### config.mk
export PLATFORM = sky130hd
export DESIGN_NAME = hs_rx_fifo
export DESIGN_NICKNAME = d
export VERILOG_FILES = /design/src/rtl/hs_pkg.sv /design/src/rtl/sync_ff.sv /design/src/rtl/hs_rx_fifo.sv
export SDC_FILE = /design/constraint.sdc
export NUM_CORES = 1
export LEC_CHECK = 0
export BUFFER_PORTS_ARGS = -buffer_cell sky130_fd_sc_hd__buf_2
export CAP_MARGIN = 20
export CORE_ASPECT_RATIO = 1.4
export CORE_UTILIZATION = 36
export CTS_CLUSTER_SIZE = 30
export DETAILED_ROUTE_END_ITERATION = 6
export PLACE_DENSITY_LB_ADDON = 0.12
export SYNTH_ARGS = -nofsm -noshare
export SYNTH_HDL_FRONTEND = slang
export SYNTH_HIERARCHICAL = 1
export SYNTH_SLANG_ARGS = --single-unit
### constraint.sdc
create_clock -name clk -period 3.2 [get_ports clk]
set_clock_uncertainty 0.05 [all_clocks]
set_input_delay 0.48 -clock clk [delete_from_list [all_inputs] [get_ports clk]]
set_output_delay 0.48 -clock clk [all_outputs]
set_load 0.01 [all_outputs]
### src/rtl/hs_pkg.sv
// Shared definitions for the 4-phase receive handshake blocks.
package hs_pkg;

  localparam int HS_COUNT_W = 16;

  typedef enum logic {
    WAIT_REQ = 1'b0,
    ACK      = 1'b1
  } hs_state_e;

endpackage

### src/rtl/sync_ff.sv
// N-stage single-bit synchroniser for bringing an asynchronous level into clk.
module sync_ff #(
  parameter int N = 2
) (
  input  logic clk,
  input  logic rst,
  input  logic d,
  output logic q
);

  logic [N-1:0] sync_q;

  always_ff @(posedge clk) begin
    if (rst) begin
      sync_q <= '0;
    end else begin
      sync_q <= {sync_q[N-2:0], d};
    end
  end

  assign q = sync_q[N-1];

endmodule

### src/rtl/hs_rx_fifo.sv
// Receive stage: 4-phase Rreq/Rack handshake into a first-word fall-through FIFO
// presented as a valid/ready stream, with a completed-handshake counter.
module hs_rx_fifo
  import hs_pkg::*;
#(
  parameter int WIDTH       = 8,
  parameter int DEPTH       = 4,
  parameter int SYNC_STAGES = 2
) (
  input  logic                    clk,
  input  logic                    rst,
  input  logic                    Rreq,
  input  logic [WIDTH-1:0]        Rdata,
  output logic                    Rack,
  output logic [WIDTH-1:0]        out_data,
  output logic                    out_valid,
  input  logic                    out_ready,
  output logic [$clog2(DEPTH):0]  level,
  output logic [HS_COUNT_W-1:0]   hs_count
);

  localparam int PTR_W = $clog2(DEPTH);
  localparam int LVL_W = PTR_W + 1;

  logic                  req_s;
  hs_state_e             state;
  logic                  rack_q;
  logic [HS_COUNT_W-1:0] hs_cnt;
  logic [PTR_W-1:0]      wr_ptr;
  logic [PTR_W-1:0]      rd_ptr;
  logic [LVL_W-1:0]      level_q;
  logic [WIDTH-1:0]      mem [DEPTH];
  logic                  full;
  logic                  empty;
  logic                  wr_en;
  logic                  rd_en;

  // Request crossing into clk
  sync_ff #(
    .N (SYNC_STAGES)
  ) u_req_sync (
    .clk (clk),
    .rst (rst),
    .d   (Rreq),
    .q   (req_s)
  );

  // Full uses the pre-edge level, so a same-cycle read never frees a slot for this write.
  assign full  = (level_q == LVL_W'(DEPTH));
  assign empty = (level_q == '0);
  assign wr_en = (state == WAIT_REQ) && req_s && !full;
  assign rd_en = !empty && out_ready;

  // Handshake FSM: one write per 4-phase cycle, Rack registered
  always_ff @(posedge clk) begin
    if (rst) begin
      state  <= WAIT_REQ;
      rack_q <= 1'b0;
      wr_ptr <= '0;
      hs_cnt <= '0;
    end else begin
      case (state)
        WAIT_REQ: begin
          if (wr_en) begin
            wr_ptr <= wr_ptr + PTR_W'(1);
            rack_q <= 1'b1;
            state  <= ACK;
          end
        end
        ACK: begin
          if (!req_s) begin
            rack_q <= 1'b0;
            hs_cnt <= hs_cnt + HS_COUNT_W'(1);
            state  <= WAIT_REQ;
          end
        end
      endcase
    end
  end

  // Storage carries no reset; occupancy alone decides what is valid.
  always_ff @(posedge clk) begin
    if (wr_en) begin
      mem[wr_ptr] <= Rdata;
    end
  end

  // Read side and occupancy counter
  always_ff @(posedge clk) begin
    if (rst) begin
      rd_ptr  <= '0;
      level_q <= '0;
    end else begin
      if (rd_en) begin
        rd_ptr <= rd_ptr + PTR_W'(1);
      end
      case ({wr_en, rd_en})
        2'b10:   level_q <= level_q + LVL_W'(1);
        2'b01:   level_q <= level_q - LVL_W'(1);
        default: level_q <= level_q;
      endcase
    end
  end

  assign Rack      = rack_q;
  assign out_data  = mem[rd_ptr];
  assign out_valid = !empty;
  assign level     = level_q;
  assign hs_count  = hs_cnt;

endmodule

==> metrics.md <==
| Metric | Value |
|---|---|
| Post-CTS Setup Inserts | 0 |
| FP Rows | 35 |
| P per Cell Area | ~610 nW/um^2 |
| Final period util | 76.57% |
| Setup violations, final | 0 |
| Hold endpoint | mem[1][5]$_DFFE_PP_ |
| Vias | about 1500 |
| TNS Setup | 0 ps |
| # Max-Cap Violations | 0 |
| Synth Instances | 181 |
| Pre-antenna DRT Iters | 4 |
| Initial Util | 37.20% |
| Worst-Margin Slew | 560.2 ps |
| Initial antenna violation count | 0 |
| Chip width | 71.86 um |
| Count leader, synth | edfxtp_1 |
| Met1 GRT Util | 14.49% |
| Post-synth EDFFs | 32 |
| Mapped Nets | 200 |
| # H-tree levels | 3 |
| Post-synth cell types | 36 |
| Vias in the first global route | 1466 |
| Post-layout minimum cycle time | 2450 ps |
| CP Max Fanout | 8 |
| First-iteration detailed-routing DRC count | 30 |
| Worst Setup Start Kind | register |
| Arrival @ worst endpoint | 2650 ps |
| CTS sink count | 61 |
| Congestion Overflow GR | 0 |
| Layout area overhead | 19.33% |
| Pleak | 1.111 nW |
| Synth warn | 6 |
| Largest net degree at the start of global routing | 29 |
| Nets | 244 |
| Post-DR wirelength/cell | 13.36 um |
| Flop and latch count out of synthesis | between 60 and 70 |
| Synth area leaders | edfxtp_1 39%, dfxtp_1 24%, mux4_2 7.3% |
| Die ar. | around 7200 um^2 |
| Clock-pin transition on the worst setup and hold timing paths | 70 ps |
| Standard cell core area | 6613 um^2 |
| Port bufs | 40 |
| Setup WS post-layout | 749.7 ps |
| Rel. slew slack | 62.60% |
| Max Fclk | 408.1 MHz |
| Post-synthesis sequential area ratio | 62.67% |
| Hold Crit Class | in -> reg |
| Busiest layer in global routing | met2 |
| Reg-to-Reg Start | level[2]$_SDFFE_PP0P_ |
| Gr usage total | a little over an eighth |
| Post_cts resized | 0 |
| Die height | 99.81 um |
| Status | complete, no violations |
| Maximum buffer depth of the clock tree | 2 |
| Main synth FF type | edfxtp_1 |
| CTS tree | built |
| Worst-skew pair later-pin latency | 320 ps |
| Unrepaired setup endpoints after global routing | no |
| Cts hold-fix bufs | 0 |
| Routing usage on met3 | 3.313% |
| Number of diodes | 0 |
| Layout cells sized above 1 | 29.57% |
| Reg-to-reg critical path endpoint | level[2]$_SDFFE_PP0P_ |
| Total CTS buffers | 9 |
| Num ports | a little over 40 |
| Top cells by instance count after synthesis | 32 x edfxtp_1, 29 x dfxtp_1, 21 x nor2_1, 11 x xor2_1, 8 x mux4_2 |
| DP HPWL | between 2 and 3 mm |
| Root buffer cell | clkbuf_8 |
| Final Hold Viols | 0 |
| Worst hold start | Rdata[5] |
| Cell Area, Synth | 2460 um^2 |
| First-pass GRT wire length | between 7 and 8 mm |
| Synth area leader | edfxtp_1 |
| Max-slew violations | 0 |
| Avg Cell Area, Syn | 13.59 um^2 |
| R2r setup slk | 750 ps |
| Worst path required time | 3400 ps |
| Crit end category | register |
| Met2 GRT Util | 22.50% |
| Final WL | around 4.3 mm |
| Critical path class | reg -> reg |
| DRC | 0 |
| Post-synthesis async set-or-reset flop share | 0% |
| Synth top area share | 39.06% |
| Reg2Reg Depth | 9 |
| GPL Wtd Cong | 0.6691 |
| Final ANT Viol Nets | 0 |
| Worst hold stages | 1 |
| Vias/cell | roughly 4.7 |
| Post-place setup slack | 725.8 ps |
| Maximum vdd drop | roughly 0.00033 V |
[stage by stage]
stage	power (W)	hold slack, ps	area (um^2)	instances	utilization, %
3_5_place_dp	0.001145	377.9	2733	306	41.32
3_3_place_gp	0.001143	376.8	2733	306	41.32
4_1_cts	0.001833	297.7	2935	322	44.39
2_1_floorplan	0.001069	363.8	2460	181	-
6_report	0.001802	316.7	2935	322	44.39
5_1_grt	0.001889	311.2	2935	322	44.39
[how the worst max path moves through the flow]
stage	cells after the start	startpoint	endpoint	slack [ps]
after floorplan	10	level[2]$_SDFFE_PP0P_	level[2]$_SDFFE_PP0P_	770
after global routing	9	level[2]$_SDFFE_PP0P_	level[2]$_SDFFE_PP0P_	560
after global placement	9	level[2]$_SDFFE_PP0P_	level[2]$_SDFFE_PP0P_	800
after detailed placement	9	level[2]$_SDFFE_PP0P_	level[2]$_SDFFE_PP0P_	730
after CTS	9	level[2]$_SDFFE_PP0P_	level[2]$_SDFFE_PP0P_	720
final	9	level[2]$_SDFFE_PP0P_	level[2]$_SDFFE_PP0P_	750
[metal layers]
metal	part of all wire [%]	wire [um]
met1	42	1827
met4	2.2	95
met5	0	0
met2	52	2220
met3	3.7	160
[cell type report]
class                           instances  area (um^2)
Sequential cell                        61         1541
Multi-Input combinational cell        106        849.6
Clock inverter                          4        47.55
Inverter                                7        26.28
Clock buffer                           12        155.1
Tap cell                               92        115.1
Timing Repair Buffer                   40        200.2
Fill cell                             636         3677
[worst max-delay path: stages, from the launching register on]
cell     delay, ps
dfxtp_1        390
or3b_1         390
and3b_1        280
inv_1           90
ha_1           170
inv_1           60
fa_1           370
xor2_1         160
or3_1          300
a21oi_1        140
[cells by family (layout without fill, tap and decap cells)]
kind of cell / Yosys count / after routing / share of synthesized area, %
AOI/OAI and AO/OA: 14 / 14 / 3.306
xor gates and xnor gates: 15 / 15 / 5.341
adders and majority gates: 7 / 7 / 3.866
buffers and inverters: 14 / 63 / 2.797
DFF: 61 / 61 / 62.67
muxes: 10 / 10 / 8.138
and+or+nand+nor: 60 / 60 / 13.89
[state kept, by name (all words and copies together) (netlist names), named ones only]
register and cells:
state 1, u_req_sync/sync_q 2, mem 32, rd_ptr 2
hs_count 16, level 3, wr_ptr 2, Rack 1
[power by group]
part	internal, W	switching [W]
sequential	0.000853	0.0000443
combinational	0.000121	0.000103
clock	0.000400	0.000282
total	0.00137	0.000429
[cells in the final DEF (no fill, tap or decap), types with 2 or more instances in the layout]
cell type / instances
buf_2: 40
edfxtp_1: 32
dfxtp_1: 29
nor2_1: 21
xor2_1: 11
clkbuf_8: 11
mux4_2: 8
inv_1: 7
a21oi_1: 7
nand2_1: 6
ha_1: 6
and2_1: 5
nand3_1: 5
or3_1: 4
xnor2_1: 4
nor2b_1: 3
o21ai_0: 3
o31ai_1: 3
or4_1: 3
nand4_1: 2
mux2i_1: 2
clkinv_2: 2
No activity file was read; power rests on OpenSTA's default activity.
